**src/rtl/ext_entry_arbiter_pkg.sv**
```systemverilog
// Shared FSM encoding, default widths and sizing helper for the external entry arbiter.
package ext_entry_arbiter_pkg;

  localparam int unsigned DEF_ARG_WIDTH = 32;
  localparam int unsigned DEF_RES_WIDTH = 64;

  typedef enum logic [1:0] {
    IDLE     = 2'd0,
    ISSUE    = 2'd1,
    WAIT_RES = 2'd2,
    DELIVER  = 2'd3
  } arb_state_e;

  // Width of a client index; a single client still needs one bit.
  function automatic int unsigned idx_width(input int unsigned n);
    return (n > 1) ? $clog2(n) : 1;
  endfunction

endpackage

```
**src/rtl/ext_entry_arbiter_if.sv**
```systemverilog
// Client-side and downstream-entry handshake bundle of the external entry arbiter.
interface ext_entry_arbiter_if
  import ext_entry_arbiter_pkg::*;
#(
  parameter int unsigned NUM_CLIENTS = 4,
  parameter int unsigned ARG_WIDTH   = DEF_ARG_WIDTH,
  parameter int unsigned RES_WIDTH   = DEF_RES_WIDTH
);

  logic [NUM_CLIENTS-1:0]           c_req_valid;
  logic [NUM_CLIENTS-1:0]           c_req_ready;
  logic [NUM_CLIENTS*ARG_WIDTH-1:0] c_req_0;
  logic [NUM_CLIENTS*ARG_WIDTH-1:0] c_req_1;
  logic [NUM_CLIENTS-1:0]           c_res_valid;
  logic [NUM_CLIENTS-1:0]           c_res_ready;
  logic [RES_WIDTH-1:0]             c_res_0;

  logic                             f_req_valid;
  logic                             f_req_ready;
  logic                             f_req_busy;
  logic [ARG_WIDTH-1:0]             f_req_0;
  logic [ARG_WIDTH-1:0]             f_req_1;
  logic                             f_res_valid;
  logic                             f_res_ready;
  logic [RES_WIDTH-1:0]             f_res_0;

  // Arbiter side
  modport slave (
    input  c_req_valid, c_req_0, c_req_1, c_res_ready,
           f_req_ready, f_req_busy, f_res_valid, f_res_0,
    output c_req_ready, c_res_valid, c_res_0,
           f_req_valid, f_req_0, f_req_1, f_res_ready
  );

  // Clients plus downstream entry, seen from outside the arbiter
  modport master (
    output c_req_valid, c_req_0, c_req_1, c_res_ready,
           f_req_ready, f_req_busy, f_res_valid, f_res_0,
    input  c_req_ready, c_res_valid, c_res_0,
           f_req_valid, f_req_0, f_req_1, f_res_ready
  );

endinterface

```
**src/rtl/ext_entry_arbiter_rr_arbiter.sv**
```systemverilog
// Combinational round-robin pick: the first requester after last_grant, wrapping.
module rr_arbiter #(
  parameter int unsigned NUM_CLIENTS = 4,
  parameter int unsigned IDX_W       = 2
) (
  input  logic [NUM_CLIENTS-1:0] req,
  input  logic [IDX_W-1:0]       last_grant,
  output logic [NUM_CLIENTS-1:0] grant,
  output logic [IDX_W-1:0]       grant_idx
);

  logic [IDX_W-1:0] cand;

  // Scan from lowest to highest priority so the closest requester after last_grant wins.
  always_comb begin
    grant     = '0;
    grant_idx = '0;
    cand      = '0;
    for (int unsigned k = NUM_CLIENTS; k >= 1; k--) begin
      cand = IDX_W'((32'(last_grant) + k) % NUM_CLIENTS);
      if (req[cand]) begin
        grant     = NUM_CLIENTS'(1) << cand;
        grant_idx = cand;
      end
    end
  end

endmodule

```
**src/rtl/ext_entry_arbiter.sv**
```systemverilog
// Shares one downstream external entry among NUM_CLIENTS requesters, one call in flight.
module ext_entry_arbiter
  import ext_entry_arbiter_pkg::*;
#(
  parameter int unsigned NUM_CLIENTS = 4,
  parameter int unsigned ARG_WIDTH   = DEF_ARG_WIDTH,
  parameter int unsigned RES_WIDTH   = DEF_RES_WIDTH
) (
  input logic              clk,
  input logic              rst,
  ext_entry_arbiter_if.slave bus
);

  localparam int unsigned IDX_W = idx_width(NUM_CLIENTS);

  arb_state_e             state;
  logic [IDX_W-1:0]       last_grant;
  logic [IDX_W-1:0]       gnt_idx;
  logic [NUM_CLIENTS-1:0] gnt_oh;

  logic [NUM_CLIENTS-1:0] req_ready_q;
  logic [NUM_CLIENTS-1:0] res_valid_q;
  logic [RES_WIDTH-1:0]   res_q;
  logic                   f_req_valid_q;
  logic                   f_res_ready_q;
  logic [ARG_WIDTH-1:0]   f_arg0_q;
  logic [ARG_WIDTH-1:0]   f_arg1_q;

  logic [NUM_CLIENTS-1:0] sel_oh_c;
  logic [IDX_W-1:0]       sel_idx_c;
  logic [ARG_WIDTH-1:0]   sel_arg0_c;
  logic [ARG_WIDTH-1:0]   sel_arg1_c;
  logic                   start_c;

  rr_arbiter #(
    .NUM_CLIENTS (NUM_CLIENTS),
    .IDX_W       (IDX_W)
  ) u_rr_arbiter (
    .req        (bus.c_req_valid),
    .last_grant (last_grant),
    .grant      (sel_oh_c),
    .grant_idx  (sel_idx_c)
  );

  // Argument mux steered by the one-hot pick.
  always_comb begin
    sel_arg0_c = '0;
    sel_arg1_c = '0;
    for (int unsigned i = 0; i < NUM_CLIENTS; i++) begin
      if (sel_oh_c[i]) begin
        sel_arg0_c = bus.c_req_0[i*ARG_WIDTH +: ARG_WIDTH];
        sel_arg1_c = bus.c_req_1[i*ARG_WIDTH +: ARG_WIDTH];
      end
    end
  end

  assign start_c = (state == IDLE) && (|bus.c_req_valid) && !bus.f_req_busy;

  always_ff @(posedge clk) begin
    if (rst) begin
      state         <= IDLE;
      last_grant    <= IDX_W'(NUM_CLIENTS - 1);
      gnt_idx       <= '0;
      gnt_oh        <= '0;
      req_ready_q   <= '0;
      res_valid_q   <= '0;
      res_q         <= '0;
      f_req_valid_q <= 1'b0;
      f_res_ready_q <= 1'b0;
      f_arg0_q      <= '0;
      f_arg1_q      <= '0;
    end else begin
      // Acceptance is a single-cycle pulse.
      req_ready_q <= '0;
      case (state)
        IDLE: begin
          if (start_c) begin
            gnt_idx       <= sel_idx_c;
            gnt_oh        <= sel_oh_c;
            req_ready_q   <= sel_oh_c;
            f_arg0_q      <= sel_arg0_c;
            f_arg1_q      <= sel_arg1_c;
            f_req_valid_q <= 1'b1;
            state         <= ISSUE;
          end
        end
        ISSUE: begin
          if (bus.f_req_ready) begin
            f_req_valid_q <= 1'b0;
            f_res_ready_q <= 1'b1;
            state         <= WAIT_RES;
          end
        end
        WAIT_RES: begin
          if (bus.f_res_valid) begin
            res_q         <= bus.f_res_0;
            f_res_ready_q <= 1'b0;
            res_valid_q   <= gnt_oh;
            state         <= DELIVER;
          end
        end
        DELIVER: begin
          // Only the grantee's accept completes the call.
          if (|(bus.c_res_ready & gnt_oh)) begin
            res_valid_q <= '0;
            last_grant  <= gnt_idx;
            state       <= IDLE;
          end
        end
        default: state <= IDLE;
      endcase
    end
  end

  assign bus.c_req_ready = req_ready_q;
  assign bus.c_res_valid = res_valid_q;
  assign bus.c_res_0     = res_q;
  assign bus.f_req_valid = f_req_valid_q;
  assign bus.f_req_0     = f_arg0_q;
  assign bus.f_req_1     = f_arg1_q;
  assign bus.f_res_ready = f_res_ready_q;

endmodule
```
**src/flat_wrapper.sv**
```systemverilog
// flat-port wrapper written by rule: the top's interface ports become plain ports
module ext_entry_arbiter_flat import ext_entry_arbiter_pkg::*;
#(
  parameter int unsigned NUM_CLIENTS = 4,
  parameter int unsigned ARG_WIDTH   = DEF_ARG_WIDTH,
  parameter int unsigned RES_WIDTH   = DEF_RES_WIDTH
)
  (clk, rst, bus_c_req_valid, bus_c_req_0, bus_c_req_1, bus_c_res_ready, bus_f_req_ready, bus_f_req_busy, bus_f_res_valid, bus_f_res_0, bus_c_req_ready, bus_c_res_valid, bus_c_res_0, bus_f_req_valid, bus_f_req_0, bus_f_req_1, bus_f_res_ready);
  ext_entry_arbiter_if #(.NUM_CLIENTS(NUM_CLIENTS), .ARG_WIDTH(ARG_WIDTH), .RES_WIDTH(RES_WIDTH)) bus_i ();
  input logic clk;
  input logic rst;
  input wire logic [$bits(bus_i.c_req_valid)-1:0] bus_c_req_valid;
  input wire logic [$bits(bus_i.c_req_0)-1:0] bus_c_req_0;
  input wire logic [$bits(bus_i.c_req_1)-1:0] bus_c_req_1;
  input wire logic [$bits(bus_i.c_res_ready)-1:0] bus_c_res_ready;
  input wire logic [$bits(bus_i.f_req_ready)-1:0] bus_f_req_ready;
  input wire logic [$bits(bus_i.f_req_busy)-1:0] bus_f_req_busy;
  input wire logic [$bits(bus_i.f_res_valid)-1:0] bus_f_res_valid;
  input wire logic [$bits(bus_i.f_res_0)-1:0] bus_f_res_0;
  output wire logic [$bits(bus_i.c_req_ready)-1:0] bus_c_req_ready;
  output wire logic [$bits(bus_i.c_res_valid)-1:0] bus_c_res_valid;
  output wire logic [$bits(bus_i.c_res_0)-1:0] bus_c_res_0;
  output wire logic [$bits(bus_i.f_req_valid)-1:0] bus_f_req_valid;
  output wire logic [$bits(bus_i.f_req_0)-1:0] bus_f_req_0;
  output wire logic [$bits(bus_i.f_req_1)-1:0] bus_f_req_1;
  output wire logic [$bits(bus_i.f_res_ready)-1:0] bus_f_res_ready;
  assign bus_i.c_req_valid = bus_c_req_valid;
  assign bus_i.c_req_0 = bus_c_req_0;
  assign bus_i.c_req_1 = bus_c_req_1;
  assign bus_i.c_res_ready = bus_c_res_ready;
  assign bus_i.f_req_ready = bus_f_req_ready;
  assign bus_i.f_req_busy = bus_f_req_busy;
  assign bus_i.f_res_valid = bus_f_res_valid;
  assign bus_i.f_res_0 = bus_f_res_0;
  assign bus_c_req_ready = bus_i.c_req_ready;
  assign bus_c_res_valid = bus_i.c_res_valid;
  assign bus_c_res_0 = bus_i.c_res_0;
  assign bus_f_req_valid = bus_i.f_req_valid;
  assign bus_f_req_0 = bus_i.f_req_0;
  assign bus_f_req_1 = bus_i.f_req_1;
  assign bus_f_res_ready = bus_i.f_res_ready;
  ext_entry_arbiter #(.NUM_CLIENTS(NUM_CLIENTS), .ARG_WIDTH(ARG_WIDTH), .RES_WIDTH(RES_WIDTH)) u_core (.clk(clk), .rst(rst), .bus(bus_i));
endmodule
```
**config.mk**
```make
export PLATFORM = sky130hd
export DESIGN_NAME = ext_entry_arbiter_flat
export DESIGN_NICKNAME = d
export VERILOG_FILES = /design/src/rtl/ext_entry_arbiter_pkg.sv /design/src/rtl/ext_entry_arbiter_if.sv /design/src/rtl/ext_entry_arbiter_rr_arbiter.sv /design/src/rtl/ext_entry_arbiter.sv /design/src/flat_wrapper.sv
export SDC_FILE = /design/constraint.sdc
export NUM_CORES = 1
export LEC_CHECK = 0
export CORE_AREA = 2 2 181 183
export DETAILED_ROUTE_END_ITERATION = 8
export DIE_AREA = 0 0 183 185
export SKIP_LAST_GASP = 1
export SYNTH_ARGS = -nofsm -noshare
export SYNTH_HDL_FRONTEND = slang
export SYNTH_HIERARCHICAL = 1
export SYNTH_SLANG_ARGS = --single-unit
```
**constraint.sdc**
```tcl
create_clock -name clk -period 3.15 [get_ports clk]
set_input_delay 0.63 -clock clk [delete_from_list [all_inputs] [get_ports clk]]
set_output_delay 0.63 -clock clk [all_outputs]
set_load 0.005 [all_outputs]
```
Word level (Yosys, flattened, before mapping). Cells that the tools add are included.

Bits in registers: 148. Latch bits: 0. Memory bits (writable): 0. ROM bits: 0. Input port bits: 333. Output and inout bits: 138. Word-level logic and storage cells: 88. Memories kept: 0.

Add/subtract/negate cells: 4. Multiply operators: 0. Div/mod/pow operators: 0. Magnitude comparators: 4. Equality and inequality tests: 7. Shift-type cells: 4. Muxes and demuxes: 38. Bitwise operators: 3. Reductions and logical operators: 17.

Operators with widths (count): $mux 32 (8); $mux 4 (6); $mux 2 (8); $shl 1x2->4 const A (4); $lt 2x3->1 const B (4); $reduce_and 3->1 (3); $bmux 1 s2 (4); $mux 1 (8); $pmux 2 s4 (1); $pmux 4 s2 (1); $reduce_or 4->1 (2); $reduce_and 2->1 (3); $reduce_bool 2->1 (3); $add 2x1->2 const B (2); $add 2x2->2 const B (2); $and 4x4->4 (1); $eq 2x2->1 const B (2); $ne 2x1->1 const B (2); $ne 2x2->1 const B (2); $pmux 1 s2 (2); $reduce_and 4->1 (1); $reduce_or 3->1 (1); $eq 2x1->1 const B (1); $logic_and 1x1->1 (2); 3 further kinds (4).

Longest topological paths before layout. Gate-level depths: netlist (run 1).

Depth in word-level cells: 11. Depth in mapped cells: 13. Gate-level depth less buffers: 10.

Modules after synthesis. The synthesis (run 1) kept the hierarchy.

Modules (own cells, without submodules): ext_entry_arbiter (instances 1, cells an instance 889, area an instance 7767.4 um^2, sequential area each 2962.8 um^2); rr_arbiter (instances 1, cells an instance 57, area an instance 426.7 um^2, sequential area each 0.0 um^2).

Worst setup path after synthesis (run 1). No wires, ideal clock.

Path kind: flip-flop to flip-flop. Start point: register u_core.last_grant[1]. End point: register u_core.f_arg0_q[27] (netlist: u_core/bus.f_req_0[27]). Setup time: 0.135 ns. Arrival: 3.070 ns. Required time: 3.015 ns. Path slack: -0.055 ns. Stages on the path, launching flop included: 13. Path buffers: 3. Clock period less this slack: 3.205 ns. Cell sequence: dfxtp_1 -> buf_2 -> inv_1 -> ha_1 -> mux2_2 -> mux2i_1 -> nor2_1 -> a41oi_1 -> buf_2 -> clkbuf_1 -> a21oi_1 -> a221oi_2 -> nor3_2.

Elaborated cells between the ends (all ways): 24. Those cells by class: add/sub: 4; shift: 4; mux: 16.

RTL lines: start, declared (RTL line ext_entry_arbiter.sv:17) `logic [IDX_W-1:0] last_grant;`; start signal, assigned (RTL line ext_entry_arbiter.sv:62) `last_grant <= IDX_W'(NUM_CLIENTS - 1);`; start signal, assigned (RTL line ext_entry_arbiter.sv:106) `last_grant <= gnt_idx;`; $add 2x1->2 (RTL line ext_entry_arbiter_rr_arbiter.sv:20) `cand = IDX_W'((32'(last_grant) + k) % NUM_CLIENTS);`; $bmux 1 s2 (RTL line ext_entry_arbiter_rr_arbiter.sv:21) `if (req[cand]) begin`; $mux 1 (not written as such) (RTL line ext_entry_arbiter_rr_arbiter.sv:21); $mux 4 (3 in a row) (RTL line ext_entry_arbiter_rr_arbiter.sv:21); $mux 4 * (RTL line ext_entry_arbiter_rr_arbiter.sv:21); named net u_core.sel_oh_c[3] (RTL line ext_entry_arbiter.sv:29) `logic [NUM_CLIENTS-1:0] sel_oh_c;`; $mux 32 * (RTL line ext_entry_arbiter.sv:50) `if (sel_oh_c[i]) begin`; end signal, assigned (RTL line ext_entry_arbiter.sv:81) `f_arg0_q <= sel_arg0_c;`; end, declared (RTL line ext_entry_arbiter.sv:26) `logic [ARG_WIDTH-1:0] f_arg0_q;`.

The timed path passes the listed nets; every way through them passes the cells marked *. The select of a mux whose other input is x is not followed. A chain may end at the register's enable or synchronous reset.

Worst setup path in the final report (run 1).
Start point: input port bus_c_req_valid[2]. End point: register u_core.f_arg1_q[31] (netlist: u_core/bus.f_req_1[31]).

Elaborated cells between the ends (all ways): 20. Those cells by class: mux: 16; reduce/logical: 4.

RTL lines: start, declared (RTL line flat_wrapper.sv:12) `input wire logic [$bits(bus_i.c_req_valid)-1:0] bus_c_req_valid;`; $bmux 1 s2 (RTL line ext_entry_arbiter_rr_arbiter.sv:21); $mux 1 (not written as such) (RTL line ext_entry_arbiter_rr_arbiter.sv:21); $mux 4 (3 in a row) (RTL line ext_entry_arbiter_rr_arbiter.sv:21); $mux 4 * (RTL line ext_entry_arbiter_rr_arbiter.sv:21); named net u_core.sel_oh_c[1] (RTL line ext_entry_arbiter.sv:29); $mux 32 * (3 in a row) (RTL line ext_entry_arbiter.sv:50); end signal, assigned (RTL line ext_entry_arbiter.sv:82) `f_arg1_q <= sel_arg1_c;`; end, declared (RTL line ext_entry_arbiter.sv:27) `logic [ARG_WIDTH-1:0] f_arg1_q;`.

Marks and branches as above.

==> flow_metrics.tcl, run 1 <==
set metrics [dict create \
    cts_sinks 148 \
    leakagePower_nw 5.41 \
    antenna_found_initial 0 \
    cts_setup_buffers 0 \
    finalHoldWorstSlack_ns 0.453 \
    maxCapViolCount 0 \
    vias 8787 \
    ir_drop_mv 0.344 \
    drive_gt1_frac 0.172 \
    final_cell_mix "clkdlybuf4s50_1 (469), nand2_1 (155), dfxtp_1 (148)" \
    netlist_area_sq_um 8190 \
    drcViolationCount 0 \
    met2_usage 0.348 \
    ios 471 \
    top_usage_layer "met2" \
    rsz0062_at_grt "false" \
    ys_seq_area_frac 0.362 \
    wl_per_cell_um 19.4 \
    path_clk_slew_ns 0.06 \
    pwr-share-comb 0.439 \
    post_cts_resized 0 \
    worstPathArrival_ns 3.32 \
    grt_usage 0.204 \
    cp_top_family "buffers and inverters" \
    fillers 3137 \
    yosys-top-cells-area "dfxtp_1 (36%), a221oi_2 (12%), a21oi_1 (8.5%), a221o_1 (7.8%), nor3_2 (7.7%)" \
    yosys_register_bits 148 \
    vias_per_cell 4.78 \
    synthCells 946 \
    chipWidth_um 183 \
    hold_class "register to register" \
    mostFrequentLayoutCell "clkdlybuf4s50_1" \
    io_buffers 470 \
    routabilityCongestion 0.873 \
    p_sw_frac 0.351 \
    worstSetupPathType "input port to register" \
    synth_warnings 6 \
    r2r_slack_ns 0.21 \
    wl_um 35700 \
    tightest_slew_ns 0.997 \
    setup_slack_ns 0.199 \
    setup_viol 0 \
    power_density_nw_per_um2 565 \
    p_int_w 0.00527 \
    clkPwrFrac 0.263 \
    async_reset_ff_frac 0 \
    worstSetupStartpointType "input port" \
    syn_to_final_growth_pct 75.6 \
    drt-initial-drc-count 477 \
    dp_hpwl_um 26500 \
    met3_usage 0.0501 \
    dieHeight_um 185 \
    clockBufferDepth 2 \
    htreeDepth 4 \
    seq_area_sq_um 2960 \
    grt_max_degree 65 \
    first_pass_iters 5 \
    status "completed" \
    grt.met1_usage 0.251 \
    dieArea_sq_um 33900 \
    min_period_ns 2.95 \
    initial_core_util 0.256 \
    final.setup_skew_ns 0.00781 \
    cts_root_buffer "clkbuf_16" \
    synth_cell_types 40 \
    cts_tree "built" \
    overflow 0 \
    cp-end-kind "register" \
    avgSynthCellArea_sq_um 8.66 \
    hold_violations 0 \
    fin_nets 1759 \
    max_freq_ghz 0.339 \
    multi_input_area_sq_um 4550 \
    grt_pass1_wl_um 52300 \
    slowest_stage "or3b_2" \
    slowest_delay_ns 0.48 \
    p_seq_frac 0.298 \
    critPathRequiredTime_ns 3.52 \
    post-route-util 0.449 \
    slew_viol_final 0 \
    relSlewSlack 0.334 \
    synth-edff-count 0 \
    cts_made_buffers 17 \
    synth_nets 1289 \
    power.switching_w 0.00286 \
    fin_crit_sh 0.937 \
    cts_hold_buf 0 \
    ys.flop_type "dfxtp_1" \
    cpMostUsedCell "buf_4" \
    coreArea_sq_um 32000 \
    rows 66 \
    dpl_worst_slack_ns -0.273 \
    synth_largest_area_cell "dfxtp_1" \
    crit_chain "clkdlybuf4s50_1 -> or3b_2 -> o211ai_1 -> nand4b_1 -> a41oi_4 -> buf_4 -> buf_4 -> a221o_1 -> a221oi_1 -> nor3_1" \
    clk_latency_ns 0.45 \
    cp_max_fo 15 \
    synth_top_area_share 0.362 \
    path_buf_inv 3 \
    ant_nets 0 \
    grt_pass1_vias 8684 \
]
logic make-up after synthesis:
group / after synthesis / synth area share
simple gates: 321 / 0.208
fa+ha+maj: 10 / 0.0153
flops: 148 / 0.362
compound gates: 290 / 0.301
mux: 16 / 0.0215
buf+inv: 161 / 0.0931
metal layers:
| metal | vias to the layer above | wire, um |
|---|---|---|
| met5 | - | 0 |
| met4 | 0 | 741 |
| met2 | 259 | 17700 |
| met3 | 41 | 1900 |
| met1 | 4160 | 15300 |
| li1 | 4327 | - |
layout make-up:
cell class	count	share of cell area
Timing Repair Buffer	542	0.383
Multi-Input combinational cell	637	0.316
Sequential cell	148	0.206
Tap cell	408	0.0355
Clock buffer	18	0.0298
Inverter	70	0.0183
Clock inverter	14	0.0117
Antenna cell	1	0.000174
Yosys cell counts (2+ instances only):
library cell,number
buf_6,2
inv_1,70
mux2_2,3
a41oi_1,4
a21oi_1,139
a221oi_2,63
nand2_1,156
ha_1,10
a221o_1,64
o21ai_0,6
nor3_2,63
buf_2,15
buf_1,9
o211ai_1,5
a31oi_1,2
clkbuf_1,57
mux2i_1,12
buf_12,7
nand2b_1,2
nand4b_1,4
nor2_1,74
a22oi_1,2
nor2b_1,6
nand3_1,5
dfxtp_1,148
and3_1,4
metrics by stage:
step	total power [W]	TNS, ns	area, sq um	std cells
2_1_floorplan	0.00432	0	8200	946
3_3_place_gp	0.00601	-12.07	13800	1805
3_5_place_dp	0.00606	-14.05	13800	1805
4_1_cts	0.00824	0	14400	1837
5_1_grt	0.00861	0	14400	1837
6_report	0.00813	0	14400	1838
power groups by stage:
stage | combinational [W] | sequential, W | clock [W]
floorplan | 0.00184 | 0.00248 | 0
global placement | 0.00356 | 0.00245 | 0
detailed placement | 0.00359 | 0.00246 | 0
CTS | 0.00360 | 0.00242 | 0.00221
global route | 0.00386 | 0.00247 | 0.00228
finish | 0.00357 | 0.00242 | 0.00214
registers in the layout (all words and copies together) (netlist names):
signal / count
u_core/bus.c_req_ready: 4
u_core/bus.c_res_0: 64
u_core/bus.c_res_valid: 4
u_core/bus.f_req_0: 32
u_core/bus.f_req_1: 32
u_core/bus.f_req_valid: 1
u_core/bus.f_res_ready: 1
u_core/gnt_idx: 2
u_core/gnt_oh: 4
u_core/last_grant: 2
u_core/state: 2
worst min-delay path, delay by kind of cell (launching register included):
family / cells / cell delay, ns
and+or+nand+nor: 1 / 0.05
AOI/OAI and AO/OA: 1 / 0.05
DFF: 1 / 0.31
path summary, 6_finish.rpt:
check | cells past startpoint | to | from
worst max-delay path | 10 | u_core/bus.f_req_1[31]$_SDFFE_PP0P_ | bus_c_req_valid[2]
worst min register to register | 2 | u_core/bus.c_res_0[26]$_SDFFE_PP0P_ | u_core/bus.c_res_0[26]$_SDFFE_PP0P_
worst max register to register | 13 | u_core/bus.f_req_1[20]$_SDFFE_PP0P_ | u_core/last_grant[1]$_SDFFE_PP1P_
worst min-delay path | 2 | u_core/bus.c_res_0[26]$_SDFFE_PP0P_ | u_core/bus.c_res_0[26]$_SDFFE_PP0P_
No activity file was read; power rests on OpenSTA's default activity.
==> run 2, diff against run 1 <==
- clock period: 3.15 -> 2.5 ns (I/O delays scaled with it)
==> run 2 against run 1 <==
Effect of this change:
- largest power group unchanged
- sequential power is 26% higher
- global-route usage decreased by 0.13 points
- design area grew 0.78%
- clock skew is 0.0021 ns higher
- the flow now finishes with violations (negative setup slack)
- largest cell class unchanged
==> flow_metrics.tcl, run 2 (synthesized netlist as in run 1, its figures left out) <==
set metrics [dict create \
    dpl_worst_slack_ns -0.846 \
    status "complete, but fails checks" \
    coreArea_sq_um 32000 \
    mostFrequentLayoutCell "clkdlybuf4s50_1" \
    dieHeight_um 185 \
    path_clk_slew_ns 0.07 \
    initial_core_util 0.256 \
    relSlewSlack 0.611 \
    fin_crit_sh 1.12 \
    dp_hpwl_um 26700 \
    r2r_start "u_core/last_grant[1]$_SDFFE_PP1P_" \
    design_area_sq_um 14500 \
    dieArea_sq_um 33900 \
    power_density_nw_per_um2 703 \
    fillers 3105 \
    cp-end-kind "register" \
    cts_made_buffers 17 \
    grt_usage 0.202 \
    routabilityCongestion 0.955 \
    worstPathArrival_ns 3.12 \
    slowest_delay_ns 0.38 \
    rsz0062_at_grt "true" \
    cts_root_buffer "clkbuf_16" \
    syn_to_final_growth_pct 77.0 \
    leakagePower_nw 5.43 \
    hold_violations 0 \
    cpMostUsedCell "buf_12" \
    cp_max_fo 24 \
    ir_drop_mv 0.520 \
    antenna_found_initial 3 \
    cp_top_family "buffers and inverters" \
    drive_gt1_frac 0.179 \
    critPathRequiredTime_ns 2.81 \
    clockBufferDepth 2 \
    worstSetupStartpointType "register" \
    power.total_w 0.0102 \
    ant_nets 0 \
    slowest_stage "dfxtp_4" \
    grt_max_degree 82 \
    chipWidth_um 183 \
    final.setup_skew_ns 0.00988 \
    slew_viol_final 0 \
    multi_input_area_sq_um 4590 \
    hold_end "u_core/bus.f_req_1[9]$_SDFFE_PP0P_" \
    vias_per_cell 4.89 \
    ios 471 \
    r2r_slack_ns -0.31 \
    tightest_slew_ns 0.583 \
    max_freq_ghz 0.356 \
    htreeDepth 4 \
    path_buf_inv 5 \
    largest_reg_flops 64 \
    worstSetupPathType "register to register" \
    finalSetupTns_ns -15.64 \
    min_from "rst" \
    setup_slack_ns -0.308 \
    drt-initial-drc-count 525 \
    maxCapViolCount 0 \
    setup_viol 64 \
    hold_class "input port to register" \
    final_cell_mix "clkdlybuf4s50_1 (467), nand2_1 (155), dfxtp_1 (146)" \
    timing.rr.end "u_core/bus.f_req_0[10]$_SDFFE_PP0P_" \
    cts_tree "built" \
    cts_sinks 148 \
    first_pass_iters 6 \
    drcViolationCount 0 \
    clk_latency_ns 0.43 \
    violations "negative setup slack" \
    grt_pass1_wl_um 52500 \
    dp.cells 1797 \
    wl_per_cell_um 19.7 \
    rows 66 \
    fin_nets 1762 \
    io_buffers 470 \
    overflow 0 \
    wl_um 36300 \
    min_period_ns 2.81 \
    place_area_sq_um 13800 \
    seq_area_sq_um 2970 \
    min_path_cells 2 \
    grt_pass1_vias 8979 \
    r2r_cells 12 \
    final_cells 1843 \
    vias 9014 \
    crit_chain "inv_4 -> ha_4 -> mux2_4 -> mux2i_4 -> buf_6 -> a41oi_4 -> buf_12 -> buf_12 -> buf_4 -> a221o_1 -> a221oi_2 -> nor3_2" \
]
[run 2: timing repair]
item | 4_1_cts | 5_1_grt
endpoints found under the hold margin | 0 | 0
hold buffers | 0 | 0
cloned | 1 | 3
buffers inserted | 5 | 2
resized for setup | 9 | 1
setup endpoints to repair | 69 | 67
pin swaps | 3 | 2
[run 2: cell type report]
class / count / share of cell area
Antenna cell: 3 / 0.000518
Clock inverter: 14 / 0.00975
Sequential cell: 148 / 0.205
Multi-Input combinational cell: 637 / 0.317
Tap cell: 408 / 0.0352
Timing Repair Buffer: 545 / 0.385
Inverter: 70 / 0.0186
Clock buffer: 18 / 0.0296
[run 2: per-layer routing]
metal  share of wire  GRT usage  routed length [um]  up-vias
met5               0          0                   0        -
met4           0.035     0.0867                1290        0
met3           0.073     0.0570                2670       66
met2            0.49      0.353               17700      350
met1            0.40      0.232               14700     4263
li1                -          -                   -     4335
[run 2: worst max path at each step]
stage	from	to	slack [ns]	depth (start not counted)
6_report	u_core/last_grant[1]$_SDFFE_PP1P_	u_core/bus.f_req_0[10]$_SDFFE_PP0P_	-0.31	12
5_1_grt	u_core/last_grant[1]$_SDFFE_PP1P_	u_core/bus.f_req_0[11]$_SDFFE_PP0P_	-0.41	12
4_1_cts	u_core/last_grant[1]$_SDFFE_PP1P_	u_core/bus.f_req_1[5]$_SDFFE_PP0P_	-0.29	12
3_5_place_dp	bus_c_req_valid[0]	u_core/bus.f_req_0[28]$_SDFFE_PP0P_	-0.85	9
3_3_place_gp	bus_c_req_valid[0]	u_core/bus.f_req_0[29]$_SDFFE_PP0P_	-0.78	10
2_1_floorplan	u_core/last_grant[0]$_SDFFE_PP1P_	u_core/bus.f_req_1[11]$_SDFFE_PP0P_	-0.26	13
[run 2: stage by stage]
step | utilization | hold slack, ns
finish | 0.453 | 0.394
global route | 0.453 | 0.385
CTS | 0.450 | 0.383
detailed placement | 0.430 | 0.447
global placement | 0.430 | 0.441
floorplan | - | 0.436
[run 2: report_power, final]
part | internal [W] | total, W | switching [W] | leakage, nW
clock network | 0.00141 | 0.00258 | 0.00117 | 0.274
logic | 0.00237 | 0.00456 | 0.00218 | 3.95
registers | 0.00281 | 0.00306 | 0.000251 | 1.21
==> RTL change (settings of run 2) <==
The 4 states of `arb_state_e` get a Gray code encoding in 2 bits.
--- a/src/rtl/ext_entry_arbiter_pkg.sv
+++ b/src/rtl/ext_entry_arbiter_pkg.sv
@@ -5,10 +5,10 @@
   localparam int unsigned DEF_RES_WIDTH = 64;
 
   typedef enum logic [1:0] {
-    IDLE     = 2'd0,
-    ISSUE    = 2'd1,
-    WAIT_RES = 2'd2,
-    DELIVER  = 2'd3
+    IDLE     = 2'b00,
+    ISSUE    = 2'b01,
+    WAIT_RES = 2'b11,
+    DELIVER  = 2'b10
   } arb_state_e;
 
   // Width of a client index; a single client still needs one bit.
Formal check against the unedited RTL: no difference found for any inputs over 4 cycles, from zero or initial values and one cycle with rst high; so few cycles prove little.
==> RTL change against run 2 <==
  * The run still ends with negative setup slack left
  * Hold slack improved by 0.059 ns
  * Routed wire length rose by 1.5%
  * Design area is 3.5% higher
  * Die area unchanged
  * Total power is 21% lower
  * Critical path depth grew 2
  * Setup slack better by 0.067 ns
  * Area after synthesis decreased by 11%
  * Sequential cell count is the same
  * Non-clock buffer count rose by 23
  * Critical path type is now in -> reg
  * Critical endpoint is now u_core/bus.f_req_1[28]$_SDFFE_PP0P_
  * Largest power group unchanged
==> RTL change: results <==
status:
  violations: "negative setup slack"
  status: "finished, violations left"
sta:
  timing.hold.ws_ns: 0.453
  layout_setup_ws_ns: -0.241
  fin_worst_skew_ns: 0.00993
  finalSetupTns_ns: -11.92
  worst_pin_slew_ns: 0.630
  setup_viol: 64
logic_synthesis:
  synthAdderAreaFrac_pct: 1.03
  yosys-top-cells-count: "148 x dfxtp_1, 143 x nand2_1, 83 x a21oi_1"
  synthMuxAreaShare_pct: 1.60
  synth_fp_nets: 1148
  ys_types: 38
  ys_seq_area_share_pct: 40.8
  synth_compound_area_share_pct: 34.5
  synth.top_cells.by_area: "dfxtp_1 41%, o32ai_2 11%, a221oi_1 7.7%"
critical_path:
  cpMaxStageDelayCell: "clkdlybuf4s50_1"
  critPathMaxFanout: 6
  slowest_delay_ns: 0.50
routing:
  drt_pass1_iterations: 4
  drt_iter0_markers: 427
  wl_met3_um: 3240
  wl_met1_um: 14700
pwr:
  irDropWorstVdd_mv: 0.352
  cellLeakagePower_nw: 5.12
cells_and_area:
  fin_nets: 1652
global_route:
  grt_pass1_wl_um: 52200
  grt_use_total_pct: 20.4
  antenna_found_initial: 6
RTL change: area by class of cell:
| type | count | area [µm²] |
|---|---|---|
| clock inverters | 14 | 168 |
| flip-flops and latches | 148 | 2970 |
| repair buffers | 568 | 5940 |
| fillers | 2948 | 17000 |
| clock buffers | 18 | 439 |
| inverters | 4 | 25.0 |
| multi-input cells | 574 | 4930 |
| well taps | 408 | 510 |
| diodes | 5 | 12.5 |
RTL change: cells by family after synthesis:
kind of cell | after synthesis
compound gates | 303
fa+ha+maj | 6
buf+inv | 88
flops | 148
mux | 10
simple gates | 254
RTL change: report_power, final:
| part | total (mW) | internal, mW | switching [mW] |
|---|---|---|---|
| combinational | 2.73 | 1.56 | 1.18 |
| clock | 2.73 | 1.54 | 1.19 |
| sequential | 2.61 | 2.51 | 0.0962 |
| total | 8.07 | 5.60 | 2.47 |
RTL change: through the flow:
| stage | instances | setup slack, ns |
|---|---|---|
| CTS | 1727 | -0.196 |
| finish | 1739 | -0.241 |
| floorplan | 809 | -0.0976 |
| global route | 1739 | -0.315 |
| global placement | 1675 | -0.723 |
| detailed placement | 1675 | -0.753 |
RTL change: path summary, 6_finish.rpt:
| kind | from | to | depth (start not counted) |
|---|---|---|---|
| max reg2reg | u_core/last_grant[0]$_SDFFE_PP1P_ | u_core/bus.f_req_0[22]$_SDFFE_PP0P_ | 13 |
| max | bus_c_req_valid[3] | u_core/bus.f_req_1[28]$_SDFFE_PP0P_ | 14 |
| min | u_core/bus.c_res_0[43]$_SDFFE_PP0P_ | u_core/bus.c_res_0[43]$_SDFFE_PP0P_ | 2 |
| min reg2reg | u_core/bus.c_res_0[43]$_SDFFE_PP0P_ | u_core/bus.c_res_0[43]$_SDFFE_PP0P_ | 2 |
RTL change: worst reg2reg max path, cell delays in order, from the launching register on:
cell and delay, ns:
dfxtp_4 0.38, inv_6 0.04, ha_4 0.30, mux2_4 0.33
mux2i_4 0.23, buf_4 0.17, nor2_1 0.05, a41oi_2 0.19
nor2b_4 0.20, buf_12 0.13, buf_12 0.12, buf_16 0.17
a221oi_2 0.08, o32ai_2 0.24
RTL change: timing repair:
action | CTS | global route
gates resized for setup | 54 | 45
setup endpoints to repair | 65 | 64
endpoints found under the hold margin | 0 | 0
cloned | 4 | 3
setup buffers | 16 | 10
pin swaps | 15 | 18
RTL change: metal layers:
metal	up-vias	GRT usage (%)
met5	-	0
met4	2	7.36
met3	40	7.00
met2	348	34.8
met1	4040	23.8
li1	4085	-
